<file path="src/rtl/mult_hilo_ctrl.sv">
// mult_hilo_ctrl: sequencing front end and HI/LO register file for the
// 32-bit sequential multiplier in the MIPS execute stage.
//
// Ports:
//   clk, rst_n        clock, asynchronous active-low reset
//   op_valid, op      request strobe and opcode (0 NOP, 1 MULT, 2 MULTU,
//                     3 MFHI, 4 MFLO, 5 MTHI, 6 MTLO, 7 NOP)
//   rs_val, rt_val    source operands
//   stall             request not accepted this cycle (multiply outstanding)
//   rd_data, rd_valid MFHI/MFLO result and its one-cycle qualifier
//   mul_a, mul_b      33-bit extended multiplier operands
//   mul_start         multiplier start, held START_HOLD cycles
//   mul_ab, mul_busy  multiplier product and busy
//   hi, lo            architectural HI/LO registers
module mult_hilo_ctrl #(
    parameter int unsigned START_HOLD = 1
) (
    input  logic               clk,
    input  logic               rst_n,
    input  logic               op_valid,
    input  logic [2:0]         op,
    input  logic [31:0]        rs_val,
    input  logic [31:0]        rt_val,
    output logic               stall,
    output logic [31:0]        rd_data,
    output logic               rd_valid,
    output logic signed [32:0] mul_a,
    output logic signed [32:0] mul_b,
    output logic               mul_start,
    input  logic signed [63:0] mul_ab,
    input  logic               mul_busy,
    output logic [31:0]        hi,
    output logic [31:0]        lo
);

    localparam int unsigned DATA_W = 32;
    localparam int unsigned OPND_W = DATA_W + 1;
    localparam int unsigned CNT_W  = 4;

    typedef enum logic [2:0] {
        OP_NOP   = 3'd0,
        OP_MULT  = 3'd1,
        OP_MULTU = 3'd2,
        OP_MFHI  = 3'd3,
        OP_MFLO  = 3'd4,
        OP_MTHI  = 3'd5,
        OP_MTLO  = 3'd6
    } op_e;

    typedef enum logic [1:0] {
        IDLE  = 2'd0,
        START = 2'd1,
        ARM   = 2'd2,
        RUN   = 2'd3
    } state_e;

    state_e                     state_q, state_d;
    logic [CNT_W-1:0]           cnt_q, cnt_d;
    logic [DATA_W-1:0]          hi_q, hi_d;
    logic [DATA_W-1:0]          lo_q, lo_d;
    logic [DATA_W-1:0]          rd_data_q, rd_data_d;
    logic                       rd_valid_q, rd_valid_d;
    logic signed [OPND_W-1:0]   mul_a_q, mul_a_d;
    logic signed [OPND_W-1:0]   mul_b_q, mul_b_d;

    // State and datapath registers
    always_ff @(posedge clk or negedge rst_n) begin
        if (!rst_n) begin
            state_q    <= IDLE;
            cnt_q      <= '0;
            hi_q       <= '0;
            lo_q       <= '0;
            rd_data_q  <= '0;
            rd_valid_q <= 1'b0;
            mul_a_q    <= '0;
            mul_b_q    <= '0;
        end else begin
            state_q    <= state_d;
            cnt_q      <= cnt_d;
            hi_q       <= hi_d;
            lo_q       <= lo_d;
            rd_data_q  <= rd_data_d;
            rd_valid_q <= rd_valid_d;
            mul_a_q    <= mul_a_d;
            mul_b_q    <= mul_b_d;
        end
    end

    // Next-state: requests are only serviced in IDLE, which serialises HI/LO hazards
    always_comb begin
        state_d    = state_q;
        cnt_d      = cnt_q;
        hi_d       = hi_q;
        lo_d       = lo_q;
        rd_data_d  = rd_data_q;
        rd_valid_d = 1'b0;
        mul_a_d    = mul_a_q;
        mul_b_d    = mul_b_q;

        unique case (state_q)
            IDLE: begin
                if (op_valid) begin
                    case (op)
                        OP_MULT: begin
                            mul_a_d = {rs_val[DATA_W-1], rs_val};
                            mul_b_d = {rt_val[DATA_W-1], rt_val};
                            cnt_d   = '0;
                            state_d = START;
                        end
                        OP_MULTU: begin
                            mul_a_d = {1'b0, rs_val};
                            mul_b_d = {1'b0, rt_val};
                            cnt_d   = '0;
                            state_d = START;
                        end
                        OP_MFHI: begin
                            rd_data_d  = hi_q;
                            rd_valid_d = 1'b1;
                        end
                        OP_MFLO: begin
                            rd_data_d  = lo_q;
                            rd_valid_d = 1'b1;
                        end
                        OP_MTHI: hi_d = rs_val;
                        OP_MTLO: lo_d = rs_val;
                        default: ;
                    endcase
                end
            end
            START: begin
                if (cnt_q == CNT_W'(START_HOLD - 1)) begin
                    state_d = ARM;
                end else begin
                    cnt_d = cnt_q + CNT_W'(1);
                end
            end
            // busy may already be high here if the multiplier raised it during START
            ARM: begin
                if (mul_busy) begin
                    state_d = RUN;
                end
            end
            RUN: begin
                if (!mul_busy) begin
                    hi_d    = mul_ab[63:32];
                    lo_d    = mul_ab[31:0];
                    state_d = IDLE;
                end
            end
            default: state_d = IDLE;
        endcase
    end

    assign stall     = (state_q != IDLE);
    assign mul_start = (state_q == START);
    assign rd_data   = rd_data_q;
    assign rd_valid  = rd_valid_q;
    assign mul_a     = mul_a_q;
    assign mul_b     = mul_b_q;
    assign hi        = hi_q;
    assign lo        = lo_q;

endmodule

</file>
<file path="config.mk">
export PLATFORM = sky130hd
export DESIGN_NAME = mult_hilo_ctrl
export DESIGN_NICKNAME = d
export VERILOG_FILES = /design/src/rtl/mult_hilo_ctrl.sv
export SDC_FILE = /design/constraint.sdc
export NUM_CORES = 1
export LEC_CHECK = 0
export ABC_CLOCK_PERIOD_IN_PS = 2500
export CELL_PAD_IN_SITES_DETAIL_PLACEMENT = 0
export CELL_PAD_IN_SITES_GLOBAL_PLACEMENT = 2
export CORE_ASPECT_RATIO = 1.25
export CORE_UTILIZATION = 27
export DETAILED_ROUTE_END_ITERATION = 12
export PLACE_DENSITY_LB_ADDON = 0.1
export SYNTH_ARGS = -nofsm -noshare
export SYNTH_HDL_FRONTEND = slang
export SYNTH_SLANG_ARGS = --single-unit
</file>
<file path="constraint.sdc">
create_clock -name clk -period 2.5 [get_ports clk]
set_clock_uncertainty 0.2 [all_clocks]
set_input_delay 0.625 -clock clk [delete_from_list [all_inputs] [get_ports clk]]
set_output_delay 0.625 -clock clk [all_outputs]
set_load 0.02 [all_outputs]
</file>
==> impl_metrics.tcl, run 1 <==
set metrics [dict create \
    drt-initial-drc-count 166 \
    ir_drop_mv 0.5691 \
    drc 0 \
    ys_ff_latch 169 \
    placed_area_um2 11350 \
    cts_tree "yes" \
    vias 6027 \
    detail_route.wl_per_cell_um 17.69 \
    cp_slowest_cell "dfrtp_1" \
    hold_viol 0 \
    overflow 0 \
    met2_length_um 12350 \
    synth-seq-area-share_pct 55.01 \
    syn2layout_area_growth_pct 55.63 \
    fmax_mhz 414.0 \
    pwr-share-seq_pct 29.5 \
    yosysTopAreaCell "dfrtp_1" \
    die_w_um 152.9 \
    synth_area_um2 7687 \
    crit_chain "inv_1, ha_2, clkdlybuf4s15_2" \
    synth.top_cell.area_share_pct 55.01 \
    relSlewSlack_pct 64.74 \
    power.density_nw_per_um2 1456 \
    report.final.slew_viol_count 0 \
    antenna_cells 0 \
    synth.net_count 793 \
    power_frac_comb_pct 55.2 \
    dp_cells 1298 \
    tightest_slew_ns 0.5234 \
    clkTransAtPathRegs_ns 0.07 \
    antenna_found_initial 0 \
    finalPower_w 0.01742 \
    insertion_delay_ns 0.43 \
    avgSynthCellArea_um2 11.79 \
    core_area_um2 27820 \
    async_reset_ff_share_pct 100.0 \
    cp_max_fo 6 \
    layout-drive-gt1-share_pct 26.71 \
    grt_pass1_vias 6399 \
    postCtsSetupBuffers 0 \
    synth_commonest_cells "169 x dfrtp_1, 104 x a21oi_1, 66 x mux2_2" \
    fin_crit_sh_pct 96.63 \
    seqCellArea_um2 4229 \
    internal_power_w 0.01025 \
    synth_cells 652 \
    die-area_um2 29150 \
    ios 300 \
    synthDistinctLibCells 34 \
    fillCellCount 2631 \
    grt_use_total_pct 16.50 \
    min_path_type "register to register" \
    critPathArrivalTime_ns 1.59 \
    yosysWarnings 0 \
    critical_path_required_ns 1.67 \
    cts_max_path_buffers 2 \
    p_sw_share_pct 41.17 \
    multi_input_area_um2 3197 \
    wl_um 23540 \
    tns_ns 0 \
    fin_crit_ns 2.416 \
    p_clk_share_pct 15.3 \
    synthTopCellsByArea "dfrtp_1 55%, mux2_2 9.7%, a21oi_1 6.8%" \
    final_nets 1109 \
    cts_buffers 17 \
    clock_sink_count 169 \
    dieHeight_um 190.7 \
    htreeDepth 4 \
    maxUsedRoutingLayer "met4" \
    ys.flop_type "dfrtp_1" \
    synth_most_common_cell "dfrtp_1" \
    setup_violations 0 \
    status "finished, final reports clean" \
    final_cells 1331 \
    max_cap_violations 0 \
    critPathLaunchType "register" \
    viasPerCell 4.528 \
    grt_max_degree 50 \
    synth_edf_count 0 \
    num_rows 68 \
    wl_met1_um 9338 \
    worstSetupEndpointType "primary output" \
    firstDrtPassIters 4 \
    gp_congestion 0.7441 \
    p_switching_w 0.007170 \
    grt_pass1_wl_um 36450 \
    hpwl_um 18270 \
    ant_nets 0 \
    cts-root-buf "clkbuf_16" \
    start_util_pct 27.63 \
    leakage_nw 4.700 \
    met3_length_um 1499 \
    final_cell_area_um2 11960 \
    slowest_delay_ns 0.44 \
    numPortBuffers 299 \
    worstSetupPathType "register to primary output" \
]
## placed cells by master (no fill, tap or decap), types with 17 or more instances in the layout
| cell | synthesis | routed |
|---|---|---|
| a21oi_1 | 104 | 104 |
| buf_4 | 1 | 24 |
| nor2_2 | 56 | 56 |
| nor2b_1 | 34 | 34 |
| clkdlybuf4s50_1 | 0 | 296 |
| mux2_2 | 66 | 66 |
| dfrtp_1 | 169 | 169 |
| nor2_1 | 42 | 42 |
| a21oi_2 | 56 | 56 |
| clkbuf_16 | 0 | 17 |
| mux2i_1 | 32 | 32 |
## registers in the layout, summed over array words and instances (netlist names)
register  flops
mul_b        33
lo           32
mul_a        33
hi           32
cnt_q         4
rd_data      32
state_q       2
rd_valid      1
## critical path: cells and delay by family (launching register included)
| kind | cells | cell delay (ns) |
|---|---|---|
| buffers and inverters | 2 | 0.45 |
| flip-flops | 1 | 0.44 |
| adder cells (fa/ha/maj) | 1 | 0.27 |
## routing by layer
| metal | up-vias | track usage, % |
|---|---|---|
| met1 | 2913 | 18.31 |
| met3 | 19 | 5.159 |
| met5 | - | 0 |
| li1 | 2902 | - |
| met4 | 0 | 5.439 |
| met2 | 193 | 29.83 |
## power groups by stage
| stage | Clock (W) | Sequential, W | Combinational, W |
|---|---|---|---|
| finish | 0.00267 | 0.00514 | 0.00961 |
| global route | 0.00287 | 0.00535 | 0.0103 |
| global placement | 0 | 0.00514 | 0.00960 |
| detailed placement | 0 | 0.00521 | 0.00972 |
| floorplan | 0 | 0.00661 | 0.00385 |
| CTS | 0.00276 | 0.00518 | 0.00975 |
## per-stage QoR
| step | util (%) | hold slack [ns] | worst slack (ns) |
|---|---|---|---|
| global route | 43.00 | 0.3277 | -0.004027 |
| detailed placement | 40.81 | 0.2945 | -0.2162 |
| finish | 43.00 | 0.3063 | 0.08433 |
| global placement | 40.81 | 0.2876 | -0.1633 |
| floorplan | - | 0.1294 | 0.3176 |
| CTS | 42.95 | 0.3091 | 0.001337 |
## worst paths after layout
kind / end / depth (start not counted) / startpoint / slack, ns
worst min register to register: mul_a[6] / 1 / mul_a[6] / 0.31
worst min-delay path: mul_a[6] / 1 / mul_a[6] / 0.31
min in group asynchronous: rd_data[28] / 2 / rst_n / 0.46
max in group asynchronous: hi[23] / 3 / rst_n / 0.97
worst max register to register: state_q[1] / 6 / cnt_q[0] / 0.19
worst max-delay path: mul_start / 3 / state_q[1] / 0.08
## cells by family after synthesis
| group | Yosys count | synth area share (%) |
|---|---|---|
| fa+ha+maj | 6 | 0.9765 |
| simple gates | 151 | 11.00 |
| flops | 169 | 55.01 |
| buf+inv | 50 | 3.906 |
| mux | 98 | 13.83 |
| xor+xnor | 1 | 0.1140 |
| compound gates | 177 | 15.15 |
## cell type report
class                   instances  share of cell area (%)
well taps                     350                   3.660
inverters                       8                  0.2510
repair buffers                339                   29.14
multi-input cells             433                   26.72
clock inverters                14                   1.213
flip-flops and latches        169                   35.35
clock buffers                  18                   3.671
## what timing repair did
action,in CTS,in global routing
hold buffers,1,0
endpoints found under the hold margin,34,0
gates resized for setup,5,3
endpoints found under the setup margin,2,2
pin swaps,0,0
(Power assumes the default switching activity.)
==> inputs of run 2 (changes only) <==
--- a/config.mk
+++ b/config.mk
@@ -11,6 +11,7 @@
 export CORE_ASPECT_RATIO = 1.25
 export CORE_UTILIZATION = 27
 export DETAILED_ROUTE_END_ITERATION = 12
+export HOLD_SLACK_MARGIN = 0.1
 export PLACE_DENSITY_LB_ADDON = 0.1
 export SYNTH_ARGS = -nofsm -noshare
 export SYNTH_HDL_FRONTEND = slang
==> results of run 2 <==
Same layout as run 1: the final DEF is identical, and so are final timing and power.
==> inputs of run 3 (changes only) <==
--- a/config.mk
+++ b/config.mk
@@ -9,6 +9,7 @@
 export CELL_PAD_IN_SITES_DETAIL_PLACEMENT = 0
 export CELL_PAD_IN_SITES_GLOBAL_PLACEMENT = 2
 export CORE_ASPECT_RATIO = 1.25
+export CORE_MARGIN = 10
 export CORE_UTILIZATION = 27
 export DETAILED_ROUTE_END_ITERATION = 12
 export HOLD_SLACK_MARGIN = 0.1
==> impl_metrics.tcl, run 3 (synthesis results as in run 1) <==
set metrics [dict create \
    numPortBuffers 299 \
    cts_tree "yes" \
    core_area_um2 28230 \
    utilization_pct 42.36 \
    relSlewSlack_pct 67.83 \
    cts-root-buf "clkbuf_16" \
    vias 6034 \
    crit_family "buffers and inverters" \
    rsz0062_at_grt "no" \
    dieHeight_um 208.7 \
    critical_path_required_ns 1.67 \
    overflow 0 \
    die_w_um 170.9 \
    viasPerCell 4.496 \
    slowest_delay_ns 0.69 \
    p_sw_share_pct 41.59 \
    report.final.slew_viol_count 0 \
    pre_cts_ws_ns -0.1445 \
    p_clk_share_pct 14.8 \
    finalPower_w 0.01733 \
    antenna_found_initial 0 \
    holdPathEnd "mul_a[6]" \
    r2r-start "cnt_q[0]" \
    final_cell_area_um2 11960 \
    layout-drive-gt1-share_pct 26.75 \
    hold_viol 0 \
    htreeDepth 4 \
    fmax_mhz 418.9 \
    postCtsSetupBuffers 0 \
    syn2layout_area_growth_pct 55.57 \
    cts_max_path_buffers 2 \
    pwr-share-seq_pct 29.6 \
    start_util_pct 27.23 \
    cp_max_fo 3 \
    reg2reg_to "state_q[1]" \
    final_cells 1342 \
    die-area_um2 35660 \
    ant_nets 0 \
    status "finished, final reports clean" \
    grt_max_degree 51 \
    final_cell_mix "296 x clkdlybuf4s50_1, 169 x dfrtp_1, 104 x a21oi_1" \
    dp_cells 1310 \
    worstSetupPathType "register to primary output" \
    gp_congestion 0.7720 \
    critPathArrivalTime_ns 1.56 \
    grt_pass1_wl_um 40050 \
    firstDrtPassIters 4 \
    final_nets 1116 \
    r2r_cells 6 \
    setup_violations 0 \
    drt-initial-drc-count 269 \
    rrSetupSlack_ns 0.22 \
    drc 0 \
    hpwl_um 20500 \
    setup_slack_ns 0.1125 \
    grt_use_total_pct 14.59 \
    internal_power_w 0.01012 \
    hold_start "mul_a[6]" \
    cts_buffers 17 \
    max_cap_violations 0 \
    grt_pass1_vias 6584 \
    crit_chain "clkdlybuf4s50_1" \
    insertion_delay_ns 0.43 \
    power_frac_comb_pct 55.7 \
    wl_um 26140 \
    power.density_nw_per_um2 1449 \
    fillCellCount 2659 \
    ir_drop_mv 0.6268 \
    antenna_cells 0 \
    final_common_cell "clkdlybuf4s50_1" \
    ios 300 \
    cp_slowest_cell "clkdlybuf4s50_1" \
    min_path_type "register to register" \
    fin_crit_ns 2.387 \
    num_rows 69 \
    hold_depth 1 \
    detail_route.wl_per_cell_um 19.48 \
    clkTransAtPathRegs_ns 0.06 \
    placed_area_um2 11400 \
    clock_sink_count 169 \
    critPathLaunchType "register" \
    p_switching_w 0.007210 \
    fin_crit_sh_pct 95.50 \
    worstSetupEndpointType "primary output" \
    worst-path-buf-inv 1 \
    tightest_slew_ns 0.4825 \
    leakage_nw 4.705 \
    cp.depth 1 \
]
==> run 3: power by group through the flow <==
| stage | clock, W | combinational, W | sequential (W) |
|---|---|---|---|
| after floorplan | 0 | 0.00385 | 0.00661 |
| after global placement | 0 | 0.00973 | 0.00514 |
| after detailed placement | 0 | 0.00984 | 0.00519 |
| after CTS | 0.00265 | 0.00987 | 0.00516 |
| after global routing | 0.00278 | 0.0104 | 0.00535 |
| final | 0.00256 | 0.00965 | 0.00512 |
==> run 3: worst max path at each step <==
stage               start        end  slack [ns]
6_report            lo[0]      lo[0]        0.11
5_1_grt             lo[0]      lo[0]        0.04
4_1_cts        state_q[0]      stall       0.008
3_5_place_dp        op[0]     lo[10]       -0.14
3_3_place_gp        op[0]     lo[11]       -0.11
2_1_floorplan  state_q[0]  mul_a[16]        0.32
==> run 3: repair_timing <==
action | 4_1_cts | 5_1_grt
pin swaps | 0 | 0
gates resized for setup | 3 | 1
endpoints found under the hold margin | 36 | 0
hold buffers | 1 | 0
endpoints found under the setup margin | 2 | 1
==> run 3: routing by layer <==
metal  vias up  GRT usage, %  part of all wire [%]
li1       2916             -                     -
met4         0         3.875                   1.2
met3        16         6.318                   9.2
met1      2909         16.20                    40
met2       193         24.90                    50
met5         -             0                     0
==> run 3: final cells by class <==
class	count	area, um2	share of cell area (%)
repair buffers	346	3518	29.42
well taps	355	444.2	3.714
clock buffers	21	460.4	3.850
clock inverters	10	95.09	0.7951
flip-flops and latches	169	4229	35.36
multi-input cells	433	3182	26.61
inverters	8	30.03	0.2511
==> run 3: metrics by stage <==
step	TNS (ns)	hold WS, ns
after floorplan	0	0.1294
after global placement	-7.933	0.2884
after detailed placement	-15.05	0.2941
after CTS	0	0.3100
after global routing	0	0.3283
final	0	0.3046
==> RTL change 1: new RTL, config.mk and constraints of run 1 <==
Take the reset off `hi_q`, `lo_q` and `rd_data_q` and load them in a clocked block of their own.
--- a/src/rtl/mult_hilo_ctrl.sv
+++ b/src/rtl/mult_hilo_ctrl.sv
@@ -69,7 +69,4 @@
             state_q    <= IDLE;
             cnt_q      <= '0;
-            hi_q       <= '0;
-            lo_q       <= '0;
-            rd_data_q  <= '0;
             rd_valid_q <= 1'b0;
             mul_a_q    <= '0;
@@ -78,11 +75,14 @@
             state_q    <= state_d;
             cnt_q      <= cnt_d;
-            hi_q       <= hi_d;
-            lo_q       <= lo_d;
-            rd_data_q  <= rd_data_d;
             rd_valid_q <= rd_valid_d;
             mul_a_q    <= mul_a_d;
             mul_b_q    <= mul_b_d;
         end
+    end
+
+    always_ff @(posedge clk) begin
+        hi_q      <= hi_d;
+        lo_q      <= lo_d;
+        rd_data_q <= rd_data_d;
     end
 
Check against the original RTL: not equivalent (a bounded check fails within 4 cycles, from zero or initial values and one cycle with rst_n low).
==> RTL change 1 against run 1 <==
  * Die area down 9.2%
  * Synthesized area is 9.3% lower
  * Final area down 6.1%
  * First-iteration DRC count fell by 7.2%
  * Power shrank 19%
  * Sequential cell count did not move
  * Setup slack better by 0.13 ns
  * Wire length is 12% lower
  * Largest cell class unchanged
  * Highest routed layer unchanged
==> RTL change 1: results (changes against run 1) <==
STA
  • Slew @ Worst Pin: 0.4116 ns (-0.1118 ns)
  • Final hold slack: 0.3043 ns (-0.002036 ns)

Synth
  • Syn Area/Cell: 13.75 um2 (+17%)
  • Register area share after synthesis: 0.6758 (+0.1256)
  • Net Count, Synth: 648 (-18%)
  • Post-Syn Area: 0.006969 mm2 (-9.3%)
  • Largest area contributor in the netlist: edfxtp_1
  • Most instantiated cells after synthesis: 129 x nand2_1, 97 x mux2_2, 96 x edfxtp_1
  • EDFF count, synth: 96 (+96)
  • Ys async rst share: 0.4320 (-0.5680)
  • Number of unique standard cell types used by synthesis: 31 (-8.8%)

GRT
  • First-pass GRT wire length: 31520 um (-14%)
  • Initial antenna violation count: 3 (+3)
  • Vias in the first global route: 5476 (-14%)
  • Largest net degree at the start of global routing: 76 (+52%)
  • Overall routing resource usage: 0.1614 (-0.003651)

Drt
  • Initial DRC count: 154 (-7.2%)
  • Mean routed wirelength per cell: 17.58 um (-0.62%)

Placed design
  • Final HPWL DP: 15270 um (-16%)
  • Post-placement setup slack: -0.1469 ns (+0.06937 ns)
  • DP Area: 0.01064 mm2 (-6.2%)
  • GP Congestion: 0.7961 (+7.0%)
  • Dpl cells: 1139 (-12%)

Die
  • Die W: 145.7 um (-4.7%)

Worst setup path
  • Worst R2R End: mul_a[19]$_DFFE_PN0P_
  • Worst r2r src: state_q[0]$_DFFE_PN0P_
  • Crit path DAT: 1.46 ns (-0.13 ns)
  • Highest net fanout along the worst path: 3 (-3)
  • R2R Setup Slk: 0.30 ns (+0.11 ns)

Finish
  • Layout cell share with drive strength beyond 1: 0.1914 (-0.07569)
  • Nets: 965 (-13%)
  • Finished Layout Cells: 1174 (-12%)

Min path
  • HP Start: mul_a[8]$_DFFE_PN0P_
  • Hold endpoint: mul_a[8]$_DFFE_PN0P_

Status
  • Outcome: completed

Pwr
  • Pleak: 4.394 nW (-6.5%)
  • Max IR drop VDD: 0.6359 mV (+12%)
RTL change 1: cell count changes after synthesis, moves of 12 or more:
cell      change
a21oi_1      -99
mux2_2       +31
a21oi_2      -56
edfxtp_1     +96
mux2i_1      -31
buf_6        -12
nand2_1     +126
nor2b_1      -33
nor2_1       -38
dfrtp_1      -96
nand2b_1     +33
nor2_2       -56
RTL change 1: what timing repair did:
action | 4_1_cts | 5_1_grt
hold endpoints to repair | 25 | 0
hold buffers | 1 | 0
setup endpoints to repair | 2 | 2
resized for setup | 2 | 4
RTL change 1: where the power goes:
group,internal (mW),switching (mW)
combinational,3.14,3.31
clock,1.47,1.10
sequential,4.47,0.565
total,9.08,4.98
RTL change 1: layer usage:
metal | vias up | global-route usage | share of wire
met2 | 197 | 0.2934 | 0.54
li1 | 2404 | - | -
met3 | 19 | 0.06206 | 0.074
met1 | 2461 | 0.1640 | 0.37
met4 | 0 | 0.06695 | 0.022
met5 | - | 0 | 0
RTL change 1: logic make-up after synthesis:
| logic type | share of synthesized area |
|---|---|
| DFF | 0.6758 |
| buffers and inverters | 0.01921 |
| and+or+nand+nor | 0.1160 |
| AOI/OAI and AO/OA | 0.01885 |
| muxes | 0.1582 |
| adders and majority gates | 0.01077 |
| xor gates and xnor gates | 0.001257 |
RTL change 1: layout make-up:
type / count / area [um2] / area share
timing repair buffer: 320 / 3291 / 0.2931
clock buffer: 22 / 518.0 / 0.04613
inverter: 9 / 33.78 / 0.003009
tap: 335 / 419.2 / 0.03733
sequential: 169 / 4710 / 0.4194
clock inverter: 9 / 58.81 / 0.005237
multi-input combinational: 307 / 2191 / 0.1951
antenna: 3 / 7.507 / 0.0006686
RTL change 1: worst max path at each step:
stage / startpoint / endpoint / cells past startpoint / slack, ns
after floorplan: state_q[0]$_DFFE_PN0P_ / hi[0]$_DFFE_PP_ / 7 / 0.07
after global placement: op[0] / rd_data[29]$_DFFE_PP_ / 4 / -0.14
after detailed placement: op[0] / rd_data[1]$_DFFE_PP_ / 4 / -0.15
after CTS: state_q[0]$_DFFE_PN0P_ / stall / 4 / 0.01
after global routing: state_q[0]$_DFFE_PN0P_ / stall / 4 / 0.12
final: state_q[0]$_DFFE_PN0P_ / stall / 4 / 0.22
RTL change 1: critical path, cell delays in order, from the launching register on:
cell	delay (ns)
dfrtp_1	0.41
inv_1	0.10
ha_1	0.25
inv_2	0.09
clkbuf_2	0.18
==> RTL change 2: new RTL, settings of run 1 <==
Without the edit above. Change the parameter `START_HOLD` from 1 to 0.
--- a/src/rtl/mult_hilo_ctrl.sv
+++ b/src/rtl/mult_hilo_ctrl.sv
@@ -14,5 +14,5 @@
 //   hi, lo            architectural HI/LO registers
 module mult_hilo_ctrl #(
-    parameter int unsigned START_HOLD = 1
+    parameter int unsigned START_HOLD = 0
 ) (
     input  logic               clk,
Check against the original RTL: not equivalent (Yosys sat finds a counterexample within 4 cycles, from zero or initial values and one cycle with rst_n low).
==> RTL change 2 against run 1 <==
  * Power decreased by 6.2%
  * Sequential cell count unchanged
  * Highest routed layer unchanged
  * Wire length shrank 5.9%
  * Register-to-register slack improved by 0.07 ns
  * Synthesized area is 5.9% lower
  * Critical path depth did not move
  * Synthesized cell count down 0.15%
  * Core utilization grew 0.84 points
  * Sequential power fell by 3%
  * Setup slack lost 0.0013 ns
  * Final area decreased by 4.1%
  * Sequential share of layout area increased by 1.5 points
  * Critical endpoint unchanged
==> RTL change 2: results (changes against run 1) <==
Synth
  • Synthesized netlist cell count: 651 (-0.15%)
  • Synth warn: 0 (unchanged)
  • Net Count, Synth: 791 (-0.25%)
  • Register area share after synthesis: 0.5845 (+0.03434)
  • Number of unique standard cell types used by synthesis: 29 (-15%)

Pwr
  • Pleak: 4.613 nW (-1.9%)
  • Max IR drop VDD: 0.5810 mV (+2.1%)

Drt
  • Mean routed wirelength per cell: 16.93 um (-4.3%)
  • Via Count: 5911 (-1.9%)
  • Met2 WL: 11500 um (-6.9%)
  • Initial DRC count: 177 (+6.6%)
  • Wl on met1: 8838 um (-5.4%)
  • Metal3 WL: 1482 um (-1.1%)

Placed design
  • Final HPWL DP: 16350 um (-11%)
  • Post-placement setup slack: -0.1866 ns (+0.02964 ns)

Finish
  • Layout cell share with drive strength beyond 1: 0.1384 (-0.1286)
  • Finished Layout Cells: 1308 (-1.7%)
  • Nets: 1095 (-1.3%)

Min path
  • Hold endpoint: mul_a[7]$_DFFE_PN0P_
  • HP Start: mul_a[7]$_DFFE_PN0P_

GRT
  • First-pass GRT wire length: 34710 um (-4.8%)
  • Largest net degree at the start of global routing: 97 (+94%)
  • Overall routing resource usage: 0.1665 (+0.001503)

Worst setup path
  • Worst r2r path cells: 7 (+1)
  • Worst R2R End: cnt_q[3]$_DFFE_PN0P_
  • Highest net fanout along the worst path: 4 (-2)
  • R2R Setup Slk: 0.26 ns (+0.07 ns)

Status
  • Outcome: completed

STA
  • Slew @ Worst Pin: 0.5308 ns (+0.007327 ns)
  • Final hold slack: 0.3049 ns (-0.001398 ns)
## RTL change 2: timing repair
action                     in CTS  in global routing
buffers inserted                0                  0
hold endpoints to repair       48                  0
resized for setup               4                  0
hold buffers                    1                  0
setup endpoints to repair       2                  0
## RTL change 2: cells by family after synthesis
logic type	after synthesis	share of synthesized area
AO/OA/AOI/OAI	177	0.1312
flip-flops	169	0.5845
AND/OR/NAND/NOR	155	0.1006
multiplexers	97	0.1454
buffers and inverters	47	0.02836
adder cells (fa/ha/maj)	5	0.008646
XOR/XNOR	1	0.001211
## RTL change 2: critical path, cell delays in order (launching register included)
cell and delay (ns):
dfrtp_1 0.44, inv_1 0.14, ha_1 0.23, dlygate4sd2_1 0.36
## RTL change 2: power by group
group,total (mW),internal (mW),switching [mW],leakage (nW)
logic,8.57,4.05,4.53,2.34
clock network,2.77,1.59,1.18,0.295
registers,4.99,4.12,0.872,1.98
## RTL change 2: routing by layer
metal  GRT usage  vias to the layer above
li1            -                     2871
met1      0.1902                     2843
met2      0.2929                      176
met3     0.05394                       21
met4     0.05072                        0
met5           0                        -
## RTL change 2: through the flow
stage                     TNS (ns)  utilization  instance area, um2
after floorplan                  0            -                7236
after global placement      -12.23       0.4143               10850
after detailed placement    -18.96       0.4143               10850
after CTS                        0       0.4384               11480
after global routing             0       0.4384               11480
final                            0       0.4384               11480
## RTL change 2: layout make-up
| cell class | instances | area [um2] |
|---|---|---|
| clock buffer | 17 | 425.4 |
| clock inverter | 15 | 185.2 |
| fill | 2520 | 14700 |
| inverter | 5 | 18.77 |
| multi-input combinational | 435 | 2838 |
| sequential | 169 | 4229 |
| tap | 340 | 425.4 |
| timing repair buffer | 327 | 3354 |
